==> config.mk <==
export PLATFORM = sky130hd
export DESIGN_NAME = score_keeper
export DESIGN_NICKNAME = d
export VERILOG_FILES = /design/src/rtl/score_keeper.sv
export SDC_FILE = /design/constraint.sdc
export NUM_CORES = 1
export LEC_CHECK = 0
export ABC_CLOCK_PERIOD_IN_PS = 4550
export BUFFER_PORTS_ARGS = -buffer_cell sky130_fd_sc_hd__buf_2
export CAP_MARGIN = 20
export CORE_MARGIN = 3
export CORE_UTILIZATION = 57
export DETAILED_ROUTE_END_ITERATION = 8
export PLACE_DENSITY = 0.81
export REMOVE_ABC_BUFFERS = 1
export SLEW_MARGIN = 10
export SYNTH_ARGS = -nofsm -noshare
export SYNTH_HDL_FRONTEND = slang
export SYNTH_SLANG_ARGS = --single-unit
==> constraint.sdc <==
create_clock -name clk -period 4.55 [get_ports clk]
set_clock_uncertainty 0.15 [all_clocks]
set_input_delay 0.2275 -clock clk [delete_from_list [all_inputs] [get_ports clk]]
set_output_delay 0.2275 -clock clk [all_outputs]
set_load 0.01 [all_outputs]
==> src/rtl/score_keeper.sv <==
// Two-digit packed-BCD score counter (00..99) with saturating increment/decrement
// strobes, a synchronous score clear and an asynchronous active-low system reset.
module score_keeper (
    input  logic       clk,
    input  logic       rst,
    input  logic       rstScore,
    input  logic       inc,
    input  logic       dec,
    output logic [7:0] currScore
);

    logic [3:0] tens;
    logic [3:0] ones;
    logic [3:0] tens_next;
    logic [3:0] ones_next;

    logic at_max;
    logic at_min;
    logic do_inc;
    logic do_dec;

    assign at_max = (tens == 4'd9) && (ones == 4'd9);
    assign at_min = (tens == 4'd0) && (ones == 4'd0);

    // Simultaneous strobes cancel; each direction saturates at its end of the range.
    assign do_inc = inc && !dec && !at_max;
    assign do_dec = dec && !inc && !at_min;

    always_comb begin
        tens_next = tens;
        ones_next = ones;
        if (rstScore) begin
            tens_next = 4'd0;
            ones_next = 4'd0;
        end else if (do_inc) begin
            if (ones != 4'd9) begin
                ones_next = ones + 4'd1;
            end else begin
                ones_next = 4'd0;
                tens_next = tens + 4'd1;
            end
        end else if (do_dec) begin
            if (ones != 4'd0) begin
                ones_next = ones - 4'd1;
            end else begin
                ones_next = 4'd9;
                tens_next = tens - 4'd1;
            end
        end
    end

    always_ff @(posedge clk or negedge rst) begin
        if (!rst) begin
            tens <= 4'd0;
            ones <= 4'd0;
        end else begin
            tens <= tens_next;
            ones <= ones_next;
        end
    end

    assign currScore = {tens, ones};

endmodule

### Yosys cells after proc, flatten, opt, wreduce, memory -nomap -nowiden

Index checks and enable logic that the tools add are counted.

* shift operators: 0
* equality and inequality tests: 5
* add/subtract/negate cells: 4
* order comparisons: 0
* multiply operators: 0
* reduce and logical (&&, ||, !) cells: 15
* div/mod/pow operators: 0
* muxes and demuxes: 10
* bitwise logic cells: 0

Operators with widths (count)
* $mux W4: 10
* $add A4 B1 Y4 const B: 2
* $eq A4 B4 Y1 const B: 2
* $logic_not A4 Y1: 2
* $sub A4 B1 Y4 const B: 2
* $logic_and A1 B1 Y1: 6
* $ne A3 B3 Y1 const B: 2
* $logic_not A1 Y1: 4
* $ne A4 B4 Y1 const B: 1
* $reduce_bool A4 Y1: 1
* $reduce_and A3 Y1: 1
* $reduce_bool A3 Y1: 1

* output and inout bits: 8
* bits in writable memories: 0
* input bits: 5
* bits in read-only memories: 0
* memories: 0
* bits in latches: 0
* logic and storage cells: 36
* register bits: 8

### Logic depth before layout (Yosys ltp)

Gate-level depths: netlist of the first run.

* depth after elaboration: 7
* depth in mapped cells: 10
* depth with buffers taken out: 9

### Worst setup path before layout of the first run

Ideal clock, no wire load.

* path kind: reg2reg
* from: reg ones[0]
* to: reg tens[3]
* required time: 4275 ps
* stages on the path, launching flop included: 10
* path buffers: 1
* clock period less this slack: 2713 ps
* arrival: 2439 ps
* setup time: 125 ps
* setup slack: 1837 ps
* cell sequence: dfrtp_1 buf_2 and4bb_2 a41oi_1 inv_1 ha_1 a31o_2 nand4_1 o41a_1 mux2_2

* word-level cells in the longest chain between the ends: 6
* elaborated cells on any way between the ends: 16
* classes of those cells: 4 x eq/ne; 2 x mux; 10 x reduce/logical

Ends and longest elaborated chain
* from (decl): line 13 `logic [3:0] ones;`
* from (signal assigned): line 58 `ones <= ones_next;`
* $eq A4 B4 Y1 / $logic_not A4 Y1 (equally long branches): line 22, 23
* $logic_and A1 B1 Y1 (on tied branches): line 22, 23
* $logic_not A1 Y1 (on tied branches): line 26, 27
* $logic_and A1 B1 Y1 (on tied branches): line 26, 27
* $ne A3 B3 Y1 (no source line), or another cell as far along
* $reduce_and A3 Y1 (no source line) / $mux W4 (equally long branches)
* to (signal assigned): line 57 `tens <= tens_next;`
* to (decl): line 12 `logic [3:0] tens;`

Several ways; a longest one is shown, not always the timed one.
A chain may end at the register's enable or synchronous reset.

### Worst setup path after layout of the first run

* from: reg ones[1]
* to: reg tens[3]

Same word-level chain as after synthesis.

==> metrics, run 1 <==
overflow left after global routing 0; grt peak-use layer met1; Synth cell types 39; die area 1770 µm²; hpwl dp 1280 µm; Row Count 12; Synth area leader dfrtp_1; max-slew violations 0; GPL Wtd Cong 0.868; final setup violation count 0; grt met3 use 2.58%; dpl cells 106; final core utilization 70.5%; total CTS buffers 3; Routed WL 1720 µm; Slew Limit Headroom 63.2%; Worst Path Class, Setup flip-flop to flip-flop; layout overhead on the synthesized area 10.2%; PortBufs 12; Ys Warns 0; fin crit share 64.8%; area of the multi-input gates 493 µm²; effective utilization at floorplan 64.0%; pin count of the biggest net entering global routing 13; DRC violations left 0; met2 Use GR 29.9%; Vias/cell 6.27; Yosys reg bits 8; Req. time, crit path 4.53 ns; first-pass GRT wire length 2950 µm; post-CTS setup repair buffer count 0; 1st-iter DRT viols 34; Hold Crit Class primary input to flip-flop; IO Count 13; Post-Syn Area 739 µm²; Max FO, Critical Path 12; Die H 42.0 µm; Worst-Margin Slew 0.545 ns; setup ws final 1.60 ns; data arrival time of the worst path 2.93 ns; PwrDens 276 nW/µm²; RSZ-0062 raised after global routing false; clock tree buffer depth 2; top-area cell type share of the netlist area 27.1%; Syn Inst Count 86; CTS H-tree depth 1; GRT Util Overall 21.3%; DR pass1 iterations 4; fin cells 110; ANT nets after route 0; Fin Setup TNS 0 ns; VDD IR max 0.000158 V; vias in the first global route 642; wire per inst 15.6 µm; Final #Nets 105; total of fill cells in the finished design 101; Worst Setup Start Kind flip-flop; top post-synthesis cells by area dfrtp_1 (27%), nor2b_1 (5.9%), a21oi_1 (4.7%); chip width 42.0 µm; Final Hold Fails 0; dpl ws 1.64 ns; crit path time final 2.95 ns; Lkg Pwr 0.367 nW; Core Area 1160 µm²; initial antenna violation count 0; fmax 339 MHz; layout cell share with drive strength beyond 1 26.0%; GRT met1 Usage 32.4%; Seq/Total Area, Yosys 27.1%; syn_area_per_cell 8.60 µm²; CTS tree built; CP endpoint kind flip-flop; Max-Cap Viols 0; Min Hold Slack 0.158 ns; CTS Root Cell clkbuf_4; FF+latch area 200 µm²; Clk Latency, worst-skew pair 0.25 ns; status finished clean; ANT cells 0; vias 690; clock sinks 8; clk slew on worst S/H paths 0.05 ns
-- layout by cell type, fill, tap and decap left out, types with 2 or more instances in the layout --
cell / count
dfrtp_1: 8
ha_1: 2
a21oi_1: 7
nor3_1: 6
nor2b_1: 7
o21ai_0: 5
buf_2: 12
nand4_1: 2
inv_1: 3
clkbuf_4: 3
nand2b_1: 2
nor2_1: 7
mux2_2: 2
and3b_1: 2
o21a_1: 3
and3_1: 2
nand2_1: 2
-- cells in the mapped netlist --
library cell	number
inv_1	3
clkbuf_1	3
nand2_1	2
or4_4	1
buf_6	1
or4_1	1
o31ai_1	1
and3_1	2
o21ai_0	5
or2_4	1
and4_1	1
mux2_2	2
a2111oi_2	1
and4bb_2	1
nand3b_1	1
nor2b_1	7
o32ai_1	1
nand2b_1	2
a21oi_1	7
or4bb_1	1
o41a_1	1
buf_2	1
ha_1	2
a32oi_1	1
nor2_1	7
and3b_1	2
a41oi_1	1
nand3_1	1
nor3_1	6
nor4b_2	1
o221a_1	1
a31o_2	1
xor2_1	1
nand4_1	2
or2_2	1
dfrtp_1	8
o21a_1	3
buf_4	1
o211a_4	1
-- routing by layer --
metal	up-vias	wire length, µm
li1	346	-
met3	2	91
met5	-	0
met1	322	846
met4	0	21
met2	20	760
-- worst paths after layout --
kind / startpoint / cells after the start / slack (ns) / end
min reg2reg: ones[2] / 2 / 0.58 / ones[2]
max: ones[1] / 8 / 1.60 / tens[3]
min in group asynchronous: rst / 2 / 0.21 / tens[2]
min: rstScore / 2 / 0.16 / ones[2]
max reg2reg: ones[1] / 8 / 1.60 / tens[3]
max in group asynchronous: rst / 2 / 3.87 / ones[3]
-- worst max-delay path: stages (launching register included) --
cell and delay, ns:
dfrtp_1 0.56, and4bb_2 0.30, a41oi_1 0.49, inv_1 0.14, ha_1 0.35, a31o_2 0.25
nand4_1 0.09, o41a_1 0.17, mux2_2 0.34
-- through the flow --
stage               cell area, µm²  power, W
floorplan                      704  0.000147
global route                   815  0.000239
global placement               782  0.000170
detailed placement             782  0.000172
finish                         815  0.000225
CTS                            815  0.000226
-- flip-flops by register name (all words and copies together), names as in the netlist --
signal,flops
tens,4
ones,4
-- where the power goes --
group / internal, W / switching [W] / leakage, nW
Combinational: 0.0000381 / 0.0000412 / 0.245
Sequential: 0.0000778 / 0.0000162 / 0.108
Clock: 0.0000300 / 0.0000214 / 0.0138
-- logic make-up after synthesis --
kind of cell	after synthesis	share of synthesized area, %
simple gates	40	34.7
compound gates	24	24.4
buf+inv	9	6.26
flops	8	27.1
mux	2	3.05
fa+ha+maj	2	3.38
xor+xnor	1	1.18
-- area by class of cell --
| type | count | share of cell area, % |
|---|---|---|
| clock buffer | 3 | 2.76 |
| inverter | 3 | 1.38 |
| multi-input combinational | 69 | 60.5 |
| sequential | 8 | 24.6 |
| tap | 14 | 2.15 |
| timing repair buffer | 13 | 8.60 |
-- what timing repair did --
item,4_1_cts,5_1_grt
endpoints found under the hold margin,8,0
resized for setup,0,0
hold buffers,1,0
No activity file was read; power rests on OpenSTA's default activity.
==> run 2, diff against run 1 <==
--- a/config.mk
+++ b/config.mk
@@ -5,13 +5,13 @@
 export SDC_FILE = /design/constraint.sdc
 export NUM_CORES = 1
 export LEC_CHECK = 0
-export ABC_CLOCK_PERIOD_IN_PS = 4550
+export ABC_CLOCK_PERIOD_IN_PS = 2700
 export BUFFER_PORTS_ARGS = -buffer_cell sky130_fd_sc_hd__buf_2
 export CAP_MARGIN = 20
 export CORE_MARGIN = 3
-export CORE_UTILIZATION = 57
+export CORE_UTILIZATION = 48
 export DETAILED_ROUTE_END_ITERATION = 8
-export PLACE_DENSITY = 0.81
+export PLACE_DENSITY = 0.73
 export REMOVE_ABC_BUFFERS = 1
 export SLEW_MARGIN = 10
 export SYNTH_ARGS = -nofsm -noshare
==> constraint.sdc (replaced) <==
create_clock -name clk -period 2.7 [get_ports clk]
set_clock_uncertainty 0.15 [all_clocks]
set_input_delay 0.135 -clock clk [delete_from_list [all_inputs] [get_ports clk]]
set_output_delay 0.135 -clock clk [all_outputs]
set_load 0.01 [all_outputs]
==> run 2 against run 1 <==
Non-clock buffer count up 5. Largest cell class unchanged. Cell area increased by 4.8%. Register-to-register slack got worse by 1.4 ns. Critical endpoint unchanged. First-iteration DRC count shrank 21%. Cell count increased by 5.5%. Die area grew 16%. Sequential share of layout area fell by 1.1 points. Critical path type unchanged. Sequential cell count is the same.
==> metrics, run 2 (synthesis gave the netlist of run 1 again) <==
status finished clean; max incr delay on CP 0.46 ns (-0.10 ns); CTS tree built; Hold Crit Depth 2 (unchanged); Worst Path Class, Setup flip-flop to flip-flop; Clk Latency, worst-skew pair 0.24 ns (about the same); PwrDens 449 nW/µm² (+63%); biggest regs ones x4, tens x4; Row Count 13 (+1); vias 741 (+7.4%); final setup violation count 0 (unchanged); PortBufs 12 (unchanged); Req. time, crit path 2.68 ns (-1.85 ns); fmax 399 MHz (+17%); clock sinks 8 (unchanged); DR pass1 iterations 5 (+1); Worst Reg-to-Reg Cells 8 (unchanged); ANT nets after route 0 (unchanged); slowest CP cell dfrtp_1; Final Hold Fails 0 (unchanged); VDD IR max 0.000292 V (+84%); wire per inst 13.9 µm (-11%); Lkg Pwr 0.393 nW (+7.0%); RSZ-0062 raised after global routing false; vias in the first global route 624 (-2.8%); layout overhead on the synthesized area 15.4%; CP endpoint kind flip-flop; total of fill cells in the finished design 118 (+17%); first-pass GRT wire length 2740 µm (-7.0%); critical path cell sequence and4bb_2 -> a41oi_1 -> inv_1 -> ha_1 -> a31o_2 -> nand4_1 -> o41a_1 -> mux2_2; layout cell share with drive strength beyond 1 29.7% (+3.7 points); dpl ws 0.218 ns (-1.42 ns); CTS H-tree depth 1 (unchanged); Die H 45.3 µm (+7.7%); Worst Setup Start Kind flip-flop; effective utilization at floorplan 54.1% (-9.8 points); clock tree buffer depth 2 (unchanged); ANT cells 0 (unchanged); DRC violations left 0 (unchanged); CTS Root Cell clkbuf_4; initial antenna violation count 0 (unchanged); fin crit share 92.9% (+28 points); IO Count 13 (unchanged); total CTS buffers 3 (unchanged); 1st-iter DRT viols 27 (-21%); Max-Cap Viols 0 (unchanged); Slew Limit Headroom 66.7% (+3.5 points); Worst-Margin Slew 0.499 ns (-0.0458 ns); chip width 45.3 µm (+7.7%); Min Hold Slack 0.0716 ns (-0.0860 ns); post-cts gate resize count 0 (unchanged); Fin Setup TNS 0 ns (unchanged); Final #Nets 110 (+4.8%); die area 2050 µm² (+16%); commonest non-fill, non-tap cell in the layout buf_2; Routed WL 1610 µm (-6.2%); hpwl dp 1190 µm (-7.4%); max-slew violations 0 (unchanged); most frequent cells in the layout buf_2 (12), dfrtp_1 (8), nor2_1 (7), a21oi_1 (7), nor2b_1 (7); clk slew on worst S/H paths 0.05 ns (about the same); crit path time final 2.51 ns (-0.439 ns); pin count of the biggest net entering global routing 13 (unchanged); setup ws final 0.191 ns (-1.41 ns); Core Area 1370 µm² (+18%); overflow left after global routing 0 (unchanged); Vias/cell 6.39 (+1.8%); GRT Util Overall 17.8% (-3.5 points); data arrival time of the worst path 2.49 ns (-0.44 ns); Max FO, Critical Path 10 (-2); Hold Crit Class primary input to flip-flop; GPL Wtd Cong 0.860 (-0.90%)
-- run 2: cell count changes in the layout (fill, tap and decap cells not counted), sizes merged --
cell  change
buf       +5
-- run 2: what timing repair did --
action                    in CTS  in global routing
hold endpoints to repair       8                  0
setup buffers                  0                  0
hold buffers                   1                  0
-- run 2: power breakdown --
group | switching (W) | leakage, nW | internal, W | total (W)
Sequential | 0.0000175 | 0.108 | 0.000131 | 0.000149
Combinational | 0.0000777 | 0.271 | 0.0000702 | 0.000148
Clock | 0.0000358 | 0.0138 | 0.0000505 | 0.0000864
Total | 0.000131 | 0.393 | 0.000252 | 0.000383
-- run 2: metrics by stage --
stage | cell area, µm² | power (W) | utilization (%) | std cells
floorplan | 704 | 0.000248 | - | 80
global placement | 821 | 0.000294 | 60.1 | 112
detailed placement | 821 | 0.000296 | 60.1 | 112
CTS | 853 | 0.000385 | 62.5 | 116
global route | 853 | 0.000411 | 62.5 | 116
finish | 853 | 0.000383 | 62.5 | 116
-- run 2: worst max-delay path, delay by kind of cell (launching register included) --
kind	cells	cell delay, ns
AND/OR/NAND/NOR	2	0.37
buffers and inverters	1	0.10
AO/OA/AOI/OAI	3	0.66
adder cells (fa/ha/maj)	1	0.32
flip-flops	1	0.46
multiplexers	1	0.33
-- run 2: area by class of cell --
cell class                 instances  area, µm²  area share [%]
multi-input combinational         69        493            57.8
inverter                           3       11.3            1.32
sequential                         8        200            23.5
tap                               15       18.8            2.20
timing repair buffer              18        108            12.6
clock buffer                       3       22.5            2.64
-- run 2: worst paths after layout --
path                       startpoint  endpoint  slack, ns
min                          rstScore   ones[1]       0.07
min reg2reg                   tens[3]   tens[3]       0.55
max reg2reg                   ones[3]   tens[3]       0.19
max                           ones[3]   tens[3]       0.19
min in group asynchronous         rst   tens[0]       0.10
max in group asynchronous         rst   ones[2]       2.14
-- run 2: routing by layer --
metal	vias up	track usage, %	share of wire [%]
met4	0	5.26	0
met3	0	3.59	6.4
met5	-	0	0
met2	35	24.6	43
li1	356	-	-
met1	350	27.5	50
